$ cat src/rtl/uart_menu_pkg.sv
// Shared definitions for the UART menu controller.
//   - ASCII key constants used by the command decoder
//   - state encodings for the text streamer and for the key decoder
package uart_menu_pkg;

    localparam logic [7:0] DIG0  = 8'h30;  // '0'
    localparam logic [7:0] DIG1  = 8'h31;  // '1', first section key
    localparam logic [7:0] KEY_A = 8'h61;  // 'a', first toggle key
    localparam logic [7:0] KEY_Q = 8'h3F;  // '?', menu reprint

    // Byte loop of the ROM streamer: one byte in flight at a time.
    typedef enum logic [2:0] {
        SS_IDLE,
        SS_ADDR,
        SS_ROMW,
        SS_LOAD,
        SS_START,
        SS_WAIT,
        SS_NEXT
    } strm_state_t;

    // Command side: IDLE launches the menu, RUN waits for a stream to end.
    typedef enum logic [1:0] {
        CS_IDLE,
        CS_RUN,
        CS_KEY,
        CS_DISP
    } ctrl_state_t;

endpackage

$ cat src/rtl/uart_menu_ctrl_if.sv
// Byte-level UART handshake between the menu controller and uart_rx/uart_tx.
//   rx_valid/rx_data : received byte strobe from uart_rx
//   tx_start/tx_data : transmit request to uart_tx, data held until tx_done
//   tx_done          : uart_tx finished the current byte
//   master modport   : controller side; slave modport : UART side
interface uart_menu_ctrl_if;
    logic       rx_valid;
    logic [7:0] rx_data;
    logic       tx_start;
    logic [7:0] tx_data;
    logic       tx_done;

    modport master (
        input  rx_valid,
        input  rx_data,
        output tx_start,
        output tx_data,
        input  tx_done
    );

    modport slave (
        output rx_valid,
        output rx_data,
        input  tx_start,
        input  tx_data,
        output tx_done
    );
endinterface

$ cat src/rtl/uart_menu_ctrl_rom_streamer.sv
// Streams the inclusive ROM range [start_addr, stop_addr] byte by byte to the
// UART transmitter, with a timeout on each byte's tx_done.
//   go         : one-cycle launch, accepted only while idle
//   start_addr/stop_addr : range latched on go (stop<start prints one byte)
//   rom_addr/rom_data    : sync ROM, data valid ROM_LAT cycles after address
//   tx_start/tx_data/tx_done : UART TX byte handshake
//   busy  : high while a range is being streamed
//   done  : one-cycle pulse after the last byte completed
//   abort : one-cycle pulse when tx_done did not arrive within TO_CYC cycles
module rom_streamer
    import uart_menu_pkg::*;
#(
    parameter int ADDR_W  = 10,
    parameter int ROM_LAT = 1,
    parameter int TO_CYC  = 100000000
) (
    input  logic              clk,
    input  logic              rst_n,
    input  logic              go,
    input  logic [ADDR_W-1:0] start_addr,
    input  logic [ADDR_W-1:0] stop_addr,
    output logic [ADDR_W-1:0] rom_addr,
    input  logic [7:0]        rom_data,
    output logic              tx_start,
    output logic [7:0]        tx_data,
    input  logic              tx_done,
    output logic              busy,
    output logic              done,
    output logic              abort
);
    localparam int TW = $clog2(TO_CYC + 1);

    strm_state_t       state_r;
    logic [ADDR_W-1:0] cur_r;
    logic [ADDR_W-1:0] stop_r;
    logic [1:0]        lat_r;
    logic [TW-1:0]     timer_r;

    // Byte loop ADDR -> ROMW -> LOAD -> START -> WAIT -> NEXT with per-byte timeout.
    always_ff @(posedge clk) begin
        if (!rst_n) begin
            state_r  <= SS_IDLE;
            cur_r    <= '0;
            stop_r   <= '0;
            lat_r    <= 2'd0;
            timer_r  <= '0;
            rom_addr <= '0;
            tx_start <= 1'b0;
            tx_data  <= 8'h00;
            busy     <= 1'b0;
            done     <= 1'b0;
            abort    <= 1'b0;
        end else begin
            tx_start <= 1'b0;
            done     <= 1'b0;
            abort    <= 1'b0;
            case (state_r)
                SS_IDLE: begin
                    if (go) begin
                        cur_r   <= start_addr;
                        // A reversed range collapses to the single start byte.
                        stop_r  <= (stop_addr < start_addr) ? start_addr : stop_addr;
                        busy    <= 1'b1;
                        state_r <= SS_ADDR;
                    end
                end
                SS_ADDR: begin
                    rom_addr <= cur_r;
                    lat_r    <= 2'd0;
                    state_r  <= SS_ROMW;
                end
                SS_ROMW: begin
                    if (lat_r == 2'(ROM_LAT - 1)) begin
                        state_r <= SS_LOAD;
                    end else begin
                        lat_r <= lat_r + 2'd1;
                    end
                end
                SS_LOAD: begin
                    tx_data <= rom_data;
                    state_r <= SS_START;
                end
                SS_START: begin
                    tx_start <= 1'b1;
                    timer_r  <= '0;
                    state_r  <= SS_WAIT;
                end
                SS_WAIT: begin
                    if (tx_done) begin
                        state_r <= SS_NEXT;
                    end else if (timer_r == TW'(TO_CYC - 1)) begin
                        abort   <= 1'b1;
                        busy    <= 1'b0;
                        state_r <= SS_IDLE;
                    end else begin
                        timer_r <= timer_r + TW'(1);
                    end
                end
                SS_NEXT: begin
                    if (cur_r == stop_r) begin
                        done    <= 1'b1;
                        busy    <= 1'b0;
                        state_r <= SS_IDLE;
                    end else begin
                        cur_r   <= cur_r + ADDR_W'(1);
                        state_r <= SS_ADDR;
                    end
                end
                default: begin
                    busy    <= 1'b0;
                    state_r <= SS_IDLE;
                end
            endcase
        end
    end
endmodule

$ cat src/rtl/uart_menu_ctrl.sv
// UART menu/command controller. Prints the menu from ROM, then decodes single
// key commands: '1'..'0'+N_SECT print a ROM section, 'a'..'a'+N_OUT-1 toggle a
// gpio bit, '?' reprints the menu, anything else is ignored.
//   clk, rst_n   : clock, synchronous active-low reset
//   uart         : byte handshake to uart_rx/uart_tx (master side)
//   rom_addr/rom_data : external sync text ROM
//   gpio_out     : registered toggle outputs
//   busy         : a text stream is active
//   err_timeout  : sticky TX timeout flag
//   key_ok       : one-cycle pulse per accepted command key
module uart_menu_ctrl
    import uart_menu_pkg::*;
#(
    parameter int                       ADDR_W     = 10,
    parameter int                       N_SECT     = 3,
    parameter int                       N_OUT      = 2,
    parameter logic [ADDR_W-1:0]        MENU_START = 10'd0,
    parameter logic [ADDR_W-1:0]        MENU_STOP  = 10'd97,
    parameter logic [ADDR_W*N_SECT-1:0] SECT_START = {10'd163, 10'd106, 10'd98},
    parameter logic [ADDR_W*N_SECT-1:0] SECT_STOP  = {10'd192, 10'd162, 10'd105},
    parameter int                       ROM_LAT    = 1,
    parameter int                       TO_CYC     = 100000000,
    parameter logic [N_OUT-1:0]         OUT_RST    = '0
) (
    input  logic                 clk,
    input  logic                 rst_n,
    uart_menu_ctrl_if.master     uart,
    output logic [ADDR_W-1:0]    rom_addr,
    input  logic [7:0]           rom_data,
    output logic [N_OUT-1:0]     gpio_out,
    output logic                 busy,
    output logic                 err_timeout,
    output logic                 key_ok
);
    ctrl_state_t       cst_r;
    logic              go_r;
    logic [ADDR_W-1:0] start_r;
    logic [ADDR_W-1:0] stop_r;
    logic              pend_v_r;
    logic [7:0]        pend_d_r;
    logic [7:0]        key_r;
    logic              done_s;
    logic              abort_s;
    logic              sect_hit_s;
    logic [ADDR_W-1:0] sect_lo_s;
    logic [ADDR_W-1:0] sect_hi_s;
    logic [N_OUT-1:0]  tog_mask_s;

    rom_streamer #(
        .ADDR_W  (ADDR_W),
        .ROM_LAT (ROM_LAT),
        .TO_CYC  (TO_CYC)
    ) u_streamer (
        .clk        (clk),
        .rst_n      (rst_n),
        .go         (go_r),
        .start_addr (start_r),
        .stop_addr  (stop_r),
        .rom_addr   (rom_addr),
        .rom_data   (rom_data),
        .tx_start   (uart.tx_start),
        .tx_data    (uart.tx_data),
        .tx_done    (uart.tx_done),
        .busy       (busy),
        .done       (done_s),
        .abort      (abort_s)
    );

    // Decode the latched key into a section range or a toggle mask.
    always_comb begin
        sect_hit_s = 1'b0;
        sect_lo_s  = '0;
        sect_hi_s  = '0;
        tog_mask_s = '0;
        for (int k = 0; k < N_SECT; k++) begin
            if (key_r == (DIG1 + 8'(k))) begin
                sect_hit_s = 1'b1;
                sect_lo_s  = SECT_START[k*ADDR_W +: ADDR_W];
                sect_hi_s  = SECT_STOP[k*ADDR_W +: ADDR_W];
            end else begin
                sect_hit_s = sect_hit_s;
            end
        end
        for (int i = 0; i < N_OUT; i++) begin
            tog_mask_s[i] = (key_r == (KEY_A + 8'(i)));
        end
    end

    // Command FSM, pending key buffer, gpio outputs and sticky timeout flag.
    always_ff @(posedge clk) begin
        if (!rst_n) begin
            cst_r       <= CS_IDLE;
            go_r        <= 1'b0;
            start_r     <= '0;
            stop_r      <= '0;
            pend_v_r    <= 1'b0;
            pend_d_r    <= 8'h00;
            key_r       <= 8'h00;
            key_ok      <= 1'b0;
            gpio_out    <= OUT_RST;
            err_timeout <= 1'b0;
        end else begin
            go_r   <= 1'b0;
            key_ok <= 1'b0;
            if (abort_s) begin
                err_timeout <= 1'b1;
            end
            // Outside KEY every received byte lands in the buffer, last one wins.
            if (uart.rx_valid && (cst_r != CS_KEY)) begin
                pend_v_r <= 1'b1;
                pend_d_r <= uart.rx_data;
            end
            case (cst_r)
                CS_IDLE: begin
                    start_r <= MENU_START;
                    stop_r  <= MENU_STOP;
                    go_r    <= 1'b1;
                    cst_r   <= CS_RUN;
                end
                CS_RUN: begin
                    if (abort_s) begin
                        cst_r <= CS_IDLE;
                    end else if (done_s) begin
                        cst_r <= CS_KEY;
                    end
                end
                CS_KEY: begin
                    if (pend_v_r) begin
                        // Buffered byte goes first; a fresh byte refills the buffer.
                        key_r <= pend_d_r;
                        if (uart.rx_valid) begin
                            pend_d_r <= uart.rx_data;
                        end else begin
                            pend_v_r <= 1'b0;
                        end
                        cst_r <= CS_DISP;
                    end else if (uart.rx_valid) begin
                        key_r <= uart.rx_data;
                        cst_r <= CS_DISP;
                    end
                end
                CS_DISP: begin
                    if (sect_hit_s) begin
                        key_ok  <= 1'b1;
                        start_r <= sect_lo_s;
                        stop_r  <= sect_hi_s;
                        go_r    <= 1'b1;
                        cst_r   <= CS_RUN;
                    end else if (tog_mask_s != '0) begin
                        key_ok   <= 1'b1;
                        gpio_out <= gpio_out ^ tog_mask_s;
                        cst_r    <= CS_KEY;
                    end else if (key_r == KEY_Q) begin
                        key_ok <= 1'b1;
                        cst_r  <= CS_IDLE;
                    end else begin
                        cst_r <= CS_KEY;
                    end
                end
                default: begin
                    cst_r <= CS_IDLE;
                end
            endcase
        end
    end
endmodule
$ cat src/flat_wrapper.sv
// flat-port wrapper written by rule: the top's interface ports become plain ports
module uart_menu_ctrl_flat import uart_menu_pkg::*;
#(
    parameter int                       ADDR_W     = 10,
    parameter int                       N_SECT     = 3,
    parameter int                       N_OUT      = 2,
    parameter logic [ADDR_W-1:0]        MENU_START = 10'd0,
    parameter logic [ADDR_W-1:0]        MENU_STOP  = 10'd97,
    parameter logic [ADDR_W*N_SECT-1:0] SECT_START = {10'd163, 10'd106, 10'd98},
    parameter logic [ADDR_W*N_SECT-1:0] SECT_STOP  = {10'd192, 10'd162, 10'd105},
    parameter int                       ROM_LAT    = 1,
    parameter int                       TO_CYC     = 100000000,
    parameter logic [N_OUT-1:0]         OUT_RST    = '0
)
  (clk, rst_n, rom_addr, rom_data, gpio_out, busy, err_timeout, key_ok, uart_rx_valid, uart_rx_data, uart_tx_start, uart_tx_data, uart_tx_done);
  uart_menu_ctrl_if uart_i ();
  input  logic clk;
  input  logic rst_n;
  output logic [ADDR_W-1:0] rom_addr;
  input  logic [7:0] rom_data;
  output logic [N_OUT-1:0] gpio_out;
  output logic busy;
  output logic err_timeout;
  output logic key_ok;
  input wire logic [$bits(uart_i.rx_valid)-1:0] uart_rx_valid;
  input wire logic [$bits(uart_i.rx_data)-1:0] uart_rx_data;
  output wire logic [$bits(uart_i.tx_start)-1:0] uart_tx_start;
  output wire logic [$bits(uart_i.tx_data)-1:0] uart_tx_data;
  input wire logic [$bits(uart_i.tx_done)-1:0] uart_tx_done;
  assign uart_i.rx_valid = uart_rx_valid;
  assign uart_i.rx_data = uart_rx_data;
  assign uart_tx_start = uart_i.tx_start;
  assign uart_tx_data = uart_i.tx_data;
  assign uart_i.tx_done = uart_tx_done;
  uart_menu_ctrl #(.ADDR_W(ADDR_W), .N_SECT(N_SECT), .N_OUT(N_OUT), .MENU_START(MENU_START), .MENU_STOP(MENU_STOP), .SECT_START(SECT_START), .SECT_STOP(SECT_STOP), .ROM_LAT(ROM_LAT), .TO_CYC(TO_CYC), .OUT_RST(OUT_RST)) u_core (.clk(clk), .rst_n(rst_n), .uart(uart_i), .rom_addr(rom_addr), .rom_data(rom_data), .gpio_out(gpio_out), .busy(busy), .err_timeout(err_timeout), .key_ok(key_ok));
endmodule
$ cat config.mk
export PLATFORM = sky130hd
export DESIGN_NAME = uart_menu_ctrl_flat
export DESIGN_NICKNAME = d
export VERILOG_FILES = /design/src/rtl/uart_menu_pkg.sv /design/src/rtl/uart_menu_ctrl_if.sv /design/src/rtl/uart_menu_ctrl_rom_streamer.sv /design/src/rtl/uart_menu_ctrl.sv /design/src/flat_wrapper.sv
export SDC_FILE = /design/constraint.sdc
export NUM_CORES = 1
export LEC_CHECK = 0
export CORE_MARGIN = 3
export CORE_UTILIZATION = 53
export DETAILED_ROUTE_END_ITERATION = 16
export PLACE_DENSITY = 0.74
export SKIP_CTS_REPAIR_TIMING = 1
export SYNTH_ARGS = -nofsm -noshare
export SYNTH_HDL_FRONTEND = slang
export SYNTH_SLANG_ARGS = --single-unit
export TNS_END_PERCENT = 100
$ cat constraint.sdc
create_clock -name clk -period 6.1 [get_ports clk]
set_clock_uncertainty 0.15 [all_clocks]
set_input_delay 0.61 -clock clk [delete_from_list [all_inputs] [get_ports clk]]
set_output_delay 0.61 -clock clk [all_outputs]
set_load 0.03 [all_outputs]
## After elaboration in Yosys (flattened, before gate mapping)

Index checks and enable logic that the tools add are counted.

- Equality and inequality tests: 30
- Bitwise logic cells: 5
- Reduce and logical (&&, ||, !) cells: 24
- Add/sub/neg operators: 3
- Magnitude comparators: 1
- Multiplexer cells: 59

Operators with widths:

| operator | count |
|---|---|
| $mux W8 | 9 |
| $pmux W10 S2 | 3 |
| $mux W27 | 2 |
| $pmux W27 S2 | 1 |
| $mux W10 | 5 |
| $eq A8 B6 Y1 const B | 4 |
| $add A27 B1 Y27 const B | 1 |
| $eq A27 B27 Y1 const B | 1 |
| $mux W7 | 3 |
| $pmux W3 S7 | 1 |
| $mux W1 | 19 |
| $eq A8 B7 Y1 const B | 2 |
| $mux W2 | 8 |
| $ne A2 B2 Y1 const B | 8 |
| $reduce_and A2 Y1 | 7 |
| $mux W3 | 4 |
| $reduce_and A3 Y1 | 4 |
| $reduce_bool A2 Y1 | 6 |
| $add A10 B1 Y10 const B | 1 |
| $eq A10 B10 Y1 | 1 |
| $lt A10 B10 Y1 | 1 |
| $eq A3 B3 Y1 const B | 3 |
| $pmux W2 S4 | 1 |
| $eq A3 B2 Y1 const B | 2 |
| 18 further kinds | 25 |

- Register bits after elaboration: 118
- Word-level logic and storage cells: 143
- Output and inout port bits: 24
- Bits of input ports: 20

## Longest topological paths before layout

- Depth after elaboration: 6
- Mapped depth: 8
- Mapped depth without buffers: 7

## Modules after synthesis

A second synthesis with hierarchy kept.

- Cells, all modules: 647
- Area, all modules: 5494.0 sq um

Modules (own cells, without submodules):

| module | times used | area an instance (sq um) | sequential area each (sq um) | cells an instance |
|---|---|---|---|---|
| rom_streamer | 1 | 4045.1 | 1481.4 | 488 |
| uart_menu_ctrl | 1 | 1448.9 | 660.6 | 159 |

## Worst setup path after synthesis

Ideal clock, no wire load.

- Path type: input -> register
- Start point: input uart_tx_done
- End point: register u_core.u_streamer.timer_r[24]
- Setup slack: 4.030 ns
- Cell stages on the path: 6
- Path buffers: 1
- Arrival: 1.853 ns
- Setup time: 0.068 ns
- Cells stage by stage: inv_1 > and4_1 > o21ai_4 > buf_6 > or4_1 > a21oi_2

- Word-level cells in the longest chain between the ends: 2

Ends and longest elaborated chain:

| what | RTL line | text |
|---|---|---|
| start, declared | flat_wrapper.sv:29 | `input wire logic [$bits(uart_i.tx_done)-1:0] uart_tx_done;` |
| $ne A2 B2 Y1 (no line) | - |  |
| $reduce_and A3 Y1 (no line) | - |  |
| end signal, assigned | uart_menu_ctrl_rom_streamer.sv:96 | `timer_r <= timer_r + TW'(1);` |
| end, declared | uart_menu_ctrl_rom_streamer.sv:37 | `logic [TW-1:0] timer_r;` |

No other way between the ends.
A chain may end at the register's enable or synchronous reset.

## Worst setup path in the final report

- Start point: register u_core.u_streamer.state_r[0]
- End point: register u_core.u_streamer.cur_r[9]

- Word-level cells in the longest chain between the ends: 3

Ends and longest elaborated chain:

| what | RTL line | text |
|---|---|---|
| start, declared | uart_menu_ctrl_rom_streamer.sv:33 | `strm_state_t state_r;` |
| start signal, assigned | uart_menu_ctrl_rom_streamer.sv:42 | `state_r <= SS_IDLE;` |
| start signal, assigned | uart_menu_ctrl_rom_streamer.sv:64 | `state_r <= SS_ADDR;` |
| start signal, assigned | uart_menu_ctrl_rom_streamer.sv:70 | `state_r <= SS_ROMW;` |
| $eq A3 B3 Y1 / $logic_not A3 Y1 (equally long branches) | uart_menu_ctrl_rom_streamer.sv:57 | `case (state_r)` |
| $ne A2 B2 Y1 (no line), or another cell as far along | - |  |
| $reduce_and A3 Y1 (no line) | - |  |
| end signal, assigned | uart_menu_ctrl_rom_streamer.sv:60 | `cur_r <= start_addr;` |
| end signal, assigned | uart_menu_ctrl_rom_streamer.sv:105 | `cur_r <= cur_r + ADDR_W'(1);` |
| end, declared | uart_menu_ctrl_rom_streamer.sv:34 | `logic [ADDR_W-1:0] cur_r;` |

Several ways; a longest one is shown, not always the timed one.

==> reports/results.ini <==
[global_route]
grt_max_degree = 38
gr-total-overflow = 0
antenna_found_initial = 0
grt_pass1_vias = 3915
grt_usage_pct = 20.2
grt_pass1_wl_mm = 17.4

[clocking]
clock_path_buffers = 2
htree_levels = 3
cts.sinks = 103
clkTransAtPathRegs_ns = 0.10
clkLatencyLatePin_ns = 0.36
numCtsBuffers = 9
clock-root-buffer = clkbuf_8
cts_tree = yes

[pwr]
powerDensity_nw_per_um2 = 287
leakage_nw = 2.03
ir_drop_mv = 0.177
totalPowerFinal_w = 0.00161

[timing]
final.min_clock_period_ns = 2.72
max_slew.worst_pin.slew_ns = 1.11
setup_viol = 0
final_max_slew_viol_count = 0
fin_crit_sh_pct = 44.6
rsz0062_at_grt = false
fin_tns_setup_ns = 0
max_freq_mhz = 367
slew_headroom_pct = 25.6
hold_viol = 0

[layout]
regArea_um2 = 2060
num_antenna_cells = 0
area_delta_synth_final_pct = 12.8
fillers = 804
nets = 634
final_cell_mix = dfxtp_1 (103), nand2_1 (59), nor2_1 (58)
layout_commonest_cell = dfxtp_1
design_area_um2 = 5600
drive_gt1_share_pct = 6.59
fin_cells = 715
multi_input_area_um2 = 2670

[routing]
route.antenna.remaining_nets = 0
route.detailed.drc = 0
dr.pass1.iters = 5
initialDrtViolationCount = 148
topRoutingLayerUsed = met4
met2WireLength_mm = 4.86
totalWireLength_mm = 10.3
wl_per_cell_um = 14.3
via_per_inst = 5.81
wl_met1_mm = 5.03
wl_met3_um = 249
num_vias = 4154

[synth]
ys_seq_area_share_pct = 41.5
synthCells = 578
synth.avg_cell_area_um2 = 8.59
synth-seq-cells = 103
synthFlopType = dfxtp_1
synth_compound_area_share_pct = 18.2
synth_area_um2 = 4970
synth_top_family_by_area = simple AND/OR/NAND/NOR gates
synthMuxAreaShare_pct = 6.68
synth-async-reset-ratio_pct = 0
ys_types = 66
synth-xor-area-share_pct = 1.94
synth_edf_count = 0
yosys.area_share.adder_pct = 3.02
yosysWarnings = 0
synth_fp_nets = 610
synth-simple-area-share_pct = 23.8

[hold_path]
holdPathStages = 2
hp-class = flop to flop

[floorplanning]
die_width_um = 103
dieHeight_um = 103
start_util_pct = 55.9
rows = 34
core_area_um2 = 8890
dieArea_um2 = 10600
ios = 44

[status]
status = complete, no violations

[worst_setup_path]
cp.arrival_ns = 2.83
critPathBufInv = 0
r2r_end = u_core.u_streamer.cur_r[9]$_SDFFE_PN0P_
critPathSlowestCell = nor4b_2
crit_type = flop to flop
required_ns = 6.21
critPathCaptureType = flop
crit_path_cell_trace = nor4b_2 > nor4_1 > a22o_2 > o21bai_1 > a32o_1
cp_top_family = simple AND/OR/NAND/NOR gates
worstSetupStartpointType = flop
reg2regPathDepth = 5
r2r_setup_slack_ns = 3.38
cp_max_fo = 18
max_stage_delay_ns = 1.01
rr_startpoint = u_core.u_streamer.state_r[0]$_SDFFE_PN0P_

[placed_design]
gp_congestion = 0.797
place_inst = 699
port_buffers = 43
dp_hpwl_mm = 7.18
place_area_um2 = 5400

[run]
maxCapViolCount = 0

[synth_stat cells (11+ instances only)]
cell type / instances / area (um2)
nand2_1: 59 / 221
o21ai_1: 11 / 55.1
or4_1: 13 / 97.6
ha_1: 12 / 150
nand3_1: 25 / 125
clkbuf_1: 22 / 82.6
a21oi_1: 51 / 255
nor2_1: 58 / 218
mux2i_1: 32 / 320
dfxtp_1: 103 / 2060
or3_1: 14 / 87.6
inv_1: 23 / 86.3
o31ai_1: 13 / 97.6
o21ai_0: 16 / 80.1
[cell type report]
class | count | area share [%]
multi-input cells | 420 | 47.6
flip-flops and latches | 103 | 36.8
repair buffers | 45 | 7.95
clock buffers | 10 | 2.46
well taps | 108 | 2.41
inverters | 23 | 1.54
clock inverters | 6 | 1.18
[worst max-delay path by stage]
stage                                                    from                                         end  slack, ns  cells past startpoint
floorplan                                        uart_tx_done  u_core.u_streamer.timer_r[24]$_SDFFE_PN0P_       4.03                      6
global route        u_core.u_streamer.state_r[0]$_SDFFE_PN0P_     u_core.u_streamer.cur_r[0]$_SDFFE_PN0P_       3.19                      5
global placement                                        rst_n   u_core.u_streamer.timer_r[2]$_SDFFE_PN0P_       3.19                      7
finish              u_core.u_streamer.state_r[0]$_SDFFE_PN0P_     u_core.u_streamer.cur_r[9]$_SDFFE_PN0P_       3.38                      5
CTS                 u_core.u_streamer.state_r[0]$_SDFFE_PN0P_     u_core.u_streamer.cur_r[0]$_SDFFE_PN0P_       3.44                      5
detailed placement                                      rst_n  u_core.u_streamer.timer_r[15]$_SDFFE_PN0P_       3.12                      7
[tightest hold or removal path, delay by kind of cell, from the launching register on]
kind | cells | cell delay (ns)
compound gates | 1 | 0.05
flops | 1 | 0.32
simple gates | 1 | 0.05
[registers in the layout, summed over array words and instances (netlist names), 2 cells and up, named ones only]
signal	cells
u_core.u_streamer.timer_r	27
u_core.u_streamer.cur_r	10
u_core.u_streamer.rom_addr	10
u_core.key_r	8
u_core.u_streamer.tx_data	8
u_core.stop_r	6
u_core.u_streamer.stop_r	6
u_core.start_r	3
u_core.u_streamer.state_r	3
u_core.cst_r	2
u_core.gpio_out	2
u_core.u_streamer.lat_r	2
[per-layer routing]
| layer | vias up | global-route usage, % |
|---|---|---|
| li1 | 2131 | - |
| met1 | 1948 | 26.6 |
| met2 | 62 | 34.1 |
| met3 | 13 | 3.18 |
| met4 | 0 | 6.37 |
| met5 | - | 0 |
[power by group]
part           total (W)  internal, W  switching (W)  leakage, nW
Clock           0.000438     0.000203       0.000235        0.107
Combinational   0.000379     0.000168       0.000211         1.09
Sequential      0.000791     0.000725      0.0000666        0.835
[kinds of logic (layout without fill, tap and decap cells)]
logic type               Yosys count  in the layout
AO/OA/AOI/OAI                    141            141
XOR/XNOR                          11             11
adder cells (fa/ha/maj)           12             12
buffers and inverters             55             84
flip-flops                       103            103
multiplexers                      33             33
AND/OR/NAND/NOR                  223            223
[per-stage QoR]
| stage | worst slack, ns | hold WS [ns] | util, % |
|---|---|---|---|
| final | 3.38 | 0.311 | 63.0 |
| after CTS | 3.44 | 0.311 | 63.0 |
| after global placement | 3.19 | 0.292 | 60.7 |
| after global routing | 3.19 | 0.342 | 63.0 |
| after detailed placement | 3.12 | 0.297 | 60.7 |
| after floorplan | 4.03 | 0.276 | - |
No activity file was read; power rests on OpenSTA's default activity.
==> variant 1 (same flow settings) <==
`N_OUT` is set to 2 in 2 places; all go to 4.
--- a/src/rtl/uart_menu_ctrl.sv
+++ b/src/rtl/uart_menu_ctrl.sv
@@ -13,7 +13,7 @@
 #(
     parameter int                       ADDR_W     = 10,
     parameter int                       N_SECT     = 3,
-    parameter int                       N_OUT      = 2,
+    parameter int                       N_OUT      = 4,
     parameter logic [ADDR_W-1:0]        MENU_START = 10'd0,
     parameter logic [ADDR_W-1:0]        MENU_STOP  = 10'd97,
     parameter logic [ADDR_W*N_SECT-1:0] SECT_START = {10'd163, 10'd106, 10'd98},
--- a/src/flat_wrapper.sv
+++ b/src/flat_wrapper.sv
@@ -3,7 +3,7 @@
 #(
     parameter int                       ADDR_W     = 10,
     parameter int                       N_SECT     = 3,
-    parameter int                       N_OUT      = 2,
+    parameter int                       N_OUT      = 4,
     parameter logic [ADDR_W-1:0]        MENU_START = 10'd0,
     parameter logic [ADDR_W-1:0]        MENU_STOP  = 10'd97,
     parameter logic [ADDR_W*N_SECT-1:0] SECT_START = {10'd163, 10'd106, 10'd98},
Interface: changed (resized gpio_out); port bits go from 44 to 46. The function was not compared with the original's and may differ.
==> variant 1 against the unedited design <==
  * Hold slack worse by 0.0036 ns
  * Power is 2.0% higher
  * Worst setup slack got worse by 0.18 ns
  * Synthesized cell count is 2.8% higher
  * Sequential cell count grew 2
  * Critical path depth fell by 1
  * Register-to-register slack improved by 0.05 ns
  * Cell area is 2.4% higher
  * Area after synthesis grew 1.9%
  * Global-route usage is 0.64 points lower
  * Routed wire length grew 2.8%
  * Combinational power rose by 14%
  * Critical path type is now in -> reg
  * Largest cell class unchanged
  * Largest power group unchanged
==> variant 1: results (changes against the unedited design) <==
[clock_network]
clock-root-buffer=clkbuf_8
htree_num_levels=3  ; unchanged
clock_latency_ns=0.36  ; about the same
clock-sinks=105  ; +1.9%

[min_path]
hp-start=u_core.u_streamer.tx_data[0]$_SDFFE_PN0N_

[detailed_routing]
dr.pass1.iters=4  ; -1
drt-initial-drc-count=178  ; +20%
wl_per_cell_um=13.9  ; -2.8%
vias_per_cell=5.82  ; +0.18%

[grt]
grt_max_degree=63  ; +66%
grt_pass1_wl_um=18200  ; +4.4%
grtUsageTotal_pct=19.5  ; -0.64 points
grt_pass1_vias=3992  ; +2.0%

[critical_path]
cp.arrival_ns=3.00  ; +0.17 ns
cp_slowest_stage_delay_ns=0.96  ; -0.05 ns
cp_max_fo=24  ; +6
crit_family=simple AND/OR/NAND/NOR gates
crit_path_start=rst_n
r2r_end=u_core.u_streamer.timer_r[3]$_SDFFE_PN0P_
slowest_stage=clkdlybuf4s50_1
r2r_cells=4  ; -1
reg2reg_slack_ns=3.43  ; +0.05 ns
cp-endpoint=u_core.u_streamer.timer_r[3]$_SDFFE_PN0P_

[run_status]
outcome=completed

[pwr]
p_leak_nw=1.93  ; -5.2%
peakVddDrop_mv=0.143  ; -19%

[yosys]
synthesis.nets=626  ; +2.6%
synth.area.top_cells=dfxtp_1 42%, mux2i_1 5.3%, nor2_1 5.0%
ys_seq_area_share_pct=41.6  ; about the same
synth_cell_types=63  ; -4.5%
ys_top_cells_by_count=105 x dfxtp_1, 68 x nor2_1, 55 x nand2_1

[layout]
buf_share_pct=7.98  ; +0.029 points
num-multi-input-gates=439  ; +4.5%
multi_input_area_share_pct=48.0  ; +0.39 points
inv_count=22  ; -4.3%
layout-drive-gt1-share_pct=4.31  ; -2.3 points
final-clk-cell-share_pct=3.10  ; -0.54 points
seq_share_pct=36.6  ; -0.18 points
num-nonclk-buffers=46  ; +2.2%
n_antenna_cell=0  ; unchanged
fin_nets=655  ; +3.3%
fillers=797  ; -0.87%
reg_top3=u_core.u_streamer.timer_r x27, u_core.u_streamer.cur_r x10, u_core.u_streamer.rom_addr x10
final_core_util_pct=62.1  ; -0.90 points

[place]
place_ws_ns=2.83  ; -0.287 ns
io_buffers=45  ; +4.7%
placed_cell_area_mm2=0.00556  ; +3.0%
dp_hpwl_um=7410  ; +3.3%
place.gp.congestion=0.873  ; +9.4%

[timing]
worst_slew_pin_slew_ns=1.04  ; -0.0716 ns

[floorplan]
initial_utilization_pct=54.7  ; -1.1 points

-- variant 1: per-stage QoR --
step           hold slack, ns  std cells
2_1_floorplan           0.276        594
3_3_place_gp            0.294        741
3_5_place_dp            0.298        741
4_1_cts                 0.311        756
5_1_grt                 0.326        756
6_report                0.308        756
-- variant 1: logic make-up after synthesis --
kind of cell	Yosys count	synth area share, %
and+or+nand+nor	245	25.1
AOI/OAI and AO/OA	138	18.1
DFF	105	41.6
buffers and inverters	50	3.98
muxes	28	5.57
xor gates and xnor gates	16	2.77
adders and majority gates	12	2.97
-- variant 1: routing by layer --
metal	track usage, %	wire length, µm	vias up
li1	-	-	2249
met1	26.1	5220	2061
met2	32.9	4820	79
met3	2.87	386	11
met4	5.70	123	0
met5	0	0	-
-- variant 1: power by group --
group          total [mW]  switching, mW  leakage, nW  internal [mW]
clock network       0.393          0.232       0.0814          0.160
registers           0.816         0.0707        0.851          0.746
logic               0.431          0.257        0.996          0.174
==> variant 2 (same flow settings) <==
Made on the original files. Register the input `rom_data` before use, without a reset. The logic sees it one clock later. The other inputs are not delayed to match. Comments in the files are not updated.
--- a/src/rtl/uart_menu_ctrl.sv
+++ b/src/rtl/uart_menu_ctrl.sv
@@ -32,6 +32,13 @@
     output logic                 err_timeout,
     output logic                 key_ok
 );
+
+    logic [7:0] rom_data_q;
+
+    always_ff @(posedge clk) begin
+        rom_data_q <= rom_data;
+    end
+
     ctrl_state_t       cst_r;
     logic              go_r;
     logic [ADDR_W-1:0] start_r;
@@ -57,7 +64,7 @@
         .start_addr (start_r),
         .stop_addr  (stop_r),
         .rom_addr   (rom_addr),
-        .rom_data   (rom_data),
+        .rom_data   (rom_data_q),
         .tx_start   (uart.tx_start),
         .tx_data    (uart.tx_data),
         .tx_done    (uart.tx_done),
Formal check against the unedited RTL: not equivalent (a bounded check fails within 10 cycles, from zero or initial values and one cycle with rst_n low).
==> variant 2 against the unedited design <==
  * Worst setup slack got worse by 0.20 ns
  * Critical endpoint is now u_core.u_streamer.timer_r[9]$_SDFFE_PN0P_
  * Power increased by 8.6%
  * Cell area rose by 6.5%
  * Via count up 6.3%
  * Routed wire length increased by 10%
  * Sequential cell count grew 8
  * Cell count is 5.9% higher
  * Largest cell class unchanged
  * Area after synthesis rose by 6.9%
==> variant 2: results (changes against the unedited design) <==
[grt]
grtUsageTotal_pct=20.5  ; +0.30 points
grt_max_degree=58  ; +53%
grt_pass1_vias=4140  ; +5.7%
grt_use_met2_pct=33.8  ; -0.23 points
grtUsageMet3_pct=3.52  ; +0.34 points

[layout]
fillers=836  ; +4.0%
layout-drive-gt1-share_pct=5.41  ; -1.2 points
fin_nets=655  ; +3.3%

[yosys]
synth.area.mux_share_pct=9.05  ; +2.4 points
ys_seq_area_share_pct=41.9  ; +0.36 points
synthesis.nets=635  ; +4.1%
ys_top_cells_by_count=111 x dfxtp_1, 62 x nor2_1, 54 x nand2_1
synth_cell_types=67  ; +1.5%

[detailed_routing]
drt-initial-drc-count=186  ; +26%
num_vias=4414  ; +6.3%

[place]
place.gp.congestion=0.856  ; +7.3%
dp_hpwl_um=7760  ; +8.1%

[timing]
whs_ns=0.329  ; +0.0175 ns
worst_slew_pin_slew_ns=1.14  ; +0.0291 ns

[pwr]
peakVddDrop_mv=0.158  ; -11%
p_leak_nw=2.12  ; +4.4%

[critical_path]
cp_slowest_stage_delay_ns=0.84  ; -0.17 ns
reg2reg_slack_ns=3.18  ; -0.20 ns
cp_max_fo=29  ; +11
cp.arrival_ns=3.07  ; +0.24 ns

[run_status]
outcome=completed

[variant 2: cell count changes after synthesis, sizes merged, moves of 6 or more]
cell	delta
a211oi	+9
clkbuf	+9
mux2i	+16
or3	-9
dfxtp	+8
or4	-10
o31ai	-14
nand2b	+12
a31oi	+9
a21oi	-29
a2111o	+6
[variant 2: path summary, 6_finish.rpt]
check,cells past startpoint,endpoint,from
worst max-delay path,5,u_core.u_streamer.timer_r[9]$_SDFFE_PN0P_,u_core.u_streamer.state_r[1]$_SDFFE_PN0P_
worst min-delay path,2,u_core.u_streamer.tx_data[0]$_SDFFE_PN0N_,u_core.rom_data_q[0]$_DFF_P_
worst min register to register,2,u_core.u_streamer.tx_data[0]$_SDFFE_PN0N_,u_core.rom_data_q[0]$_DFF_P_
worst max register to register,5,u_core.u_streamer.timer_r[9]$_SDFFE_PN0P_,u_core.u_streamer.state_r[1]$_SDFFE_PN0P_
[variant 2: power by group]
part           internal (mW)  switching (mW)
registers              0.793          0.0868
clock network          0.193           0.251
logic                  0.178           0.244
[variant 2: kinds of logic (layout without fill, tap and decap cells)]
logic type	after synthesis	after routing
mux	48	48
fa+ha+maj	12	12
simple gates	232	232
xor+xnor	14	14
buf+inv	56	81
compound gates	130	130
flops	111	111
[variant 2: final cells by class]
type | count | area (µm²) | share of cell area, %
Clock buffer | 10 | 128 | 2.14
Clock inverter | 6 | 66.3 | 1.11
Inverter | 19 | 71.3 | 1.20
Multi-Input combinational cell | 436 | 2870 | 48.0
Sequential cell | 111 | 2220 | 37.2
Tap cell | 129 | 161 | 2.70
Timing Repair Buffer | 46 | 453 | 7.59
[variant 2: routing by layer]
layer | share of wire, % | wire (µm)
met1 | 48 | 5370
met2 | 46 | 5170
met3 | 5.1 | 579
met4 | 1.6 | 176
met5 | 0 | 0
[variant 2: through the flow]
step	std cells	setup WS, ns	area, µm²
CTS	757	3.18	5970
floorplan	603	3.86	5310
detailed placement	741	3.21	5770
finish	757	3.18	5970
global route	757	2.87	5970
global placement	741	3.32	5770
[variant 2: worst reg2reg max path, stage by stage (launching register included)]
cell and delay [ns]:
dfxtp_1 0.60, nor2b_1 0.19, nand2b_1 0.77, and2_1 0.85, nand2_1 0.13, mux2i_1 0.17
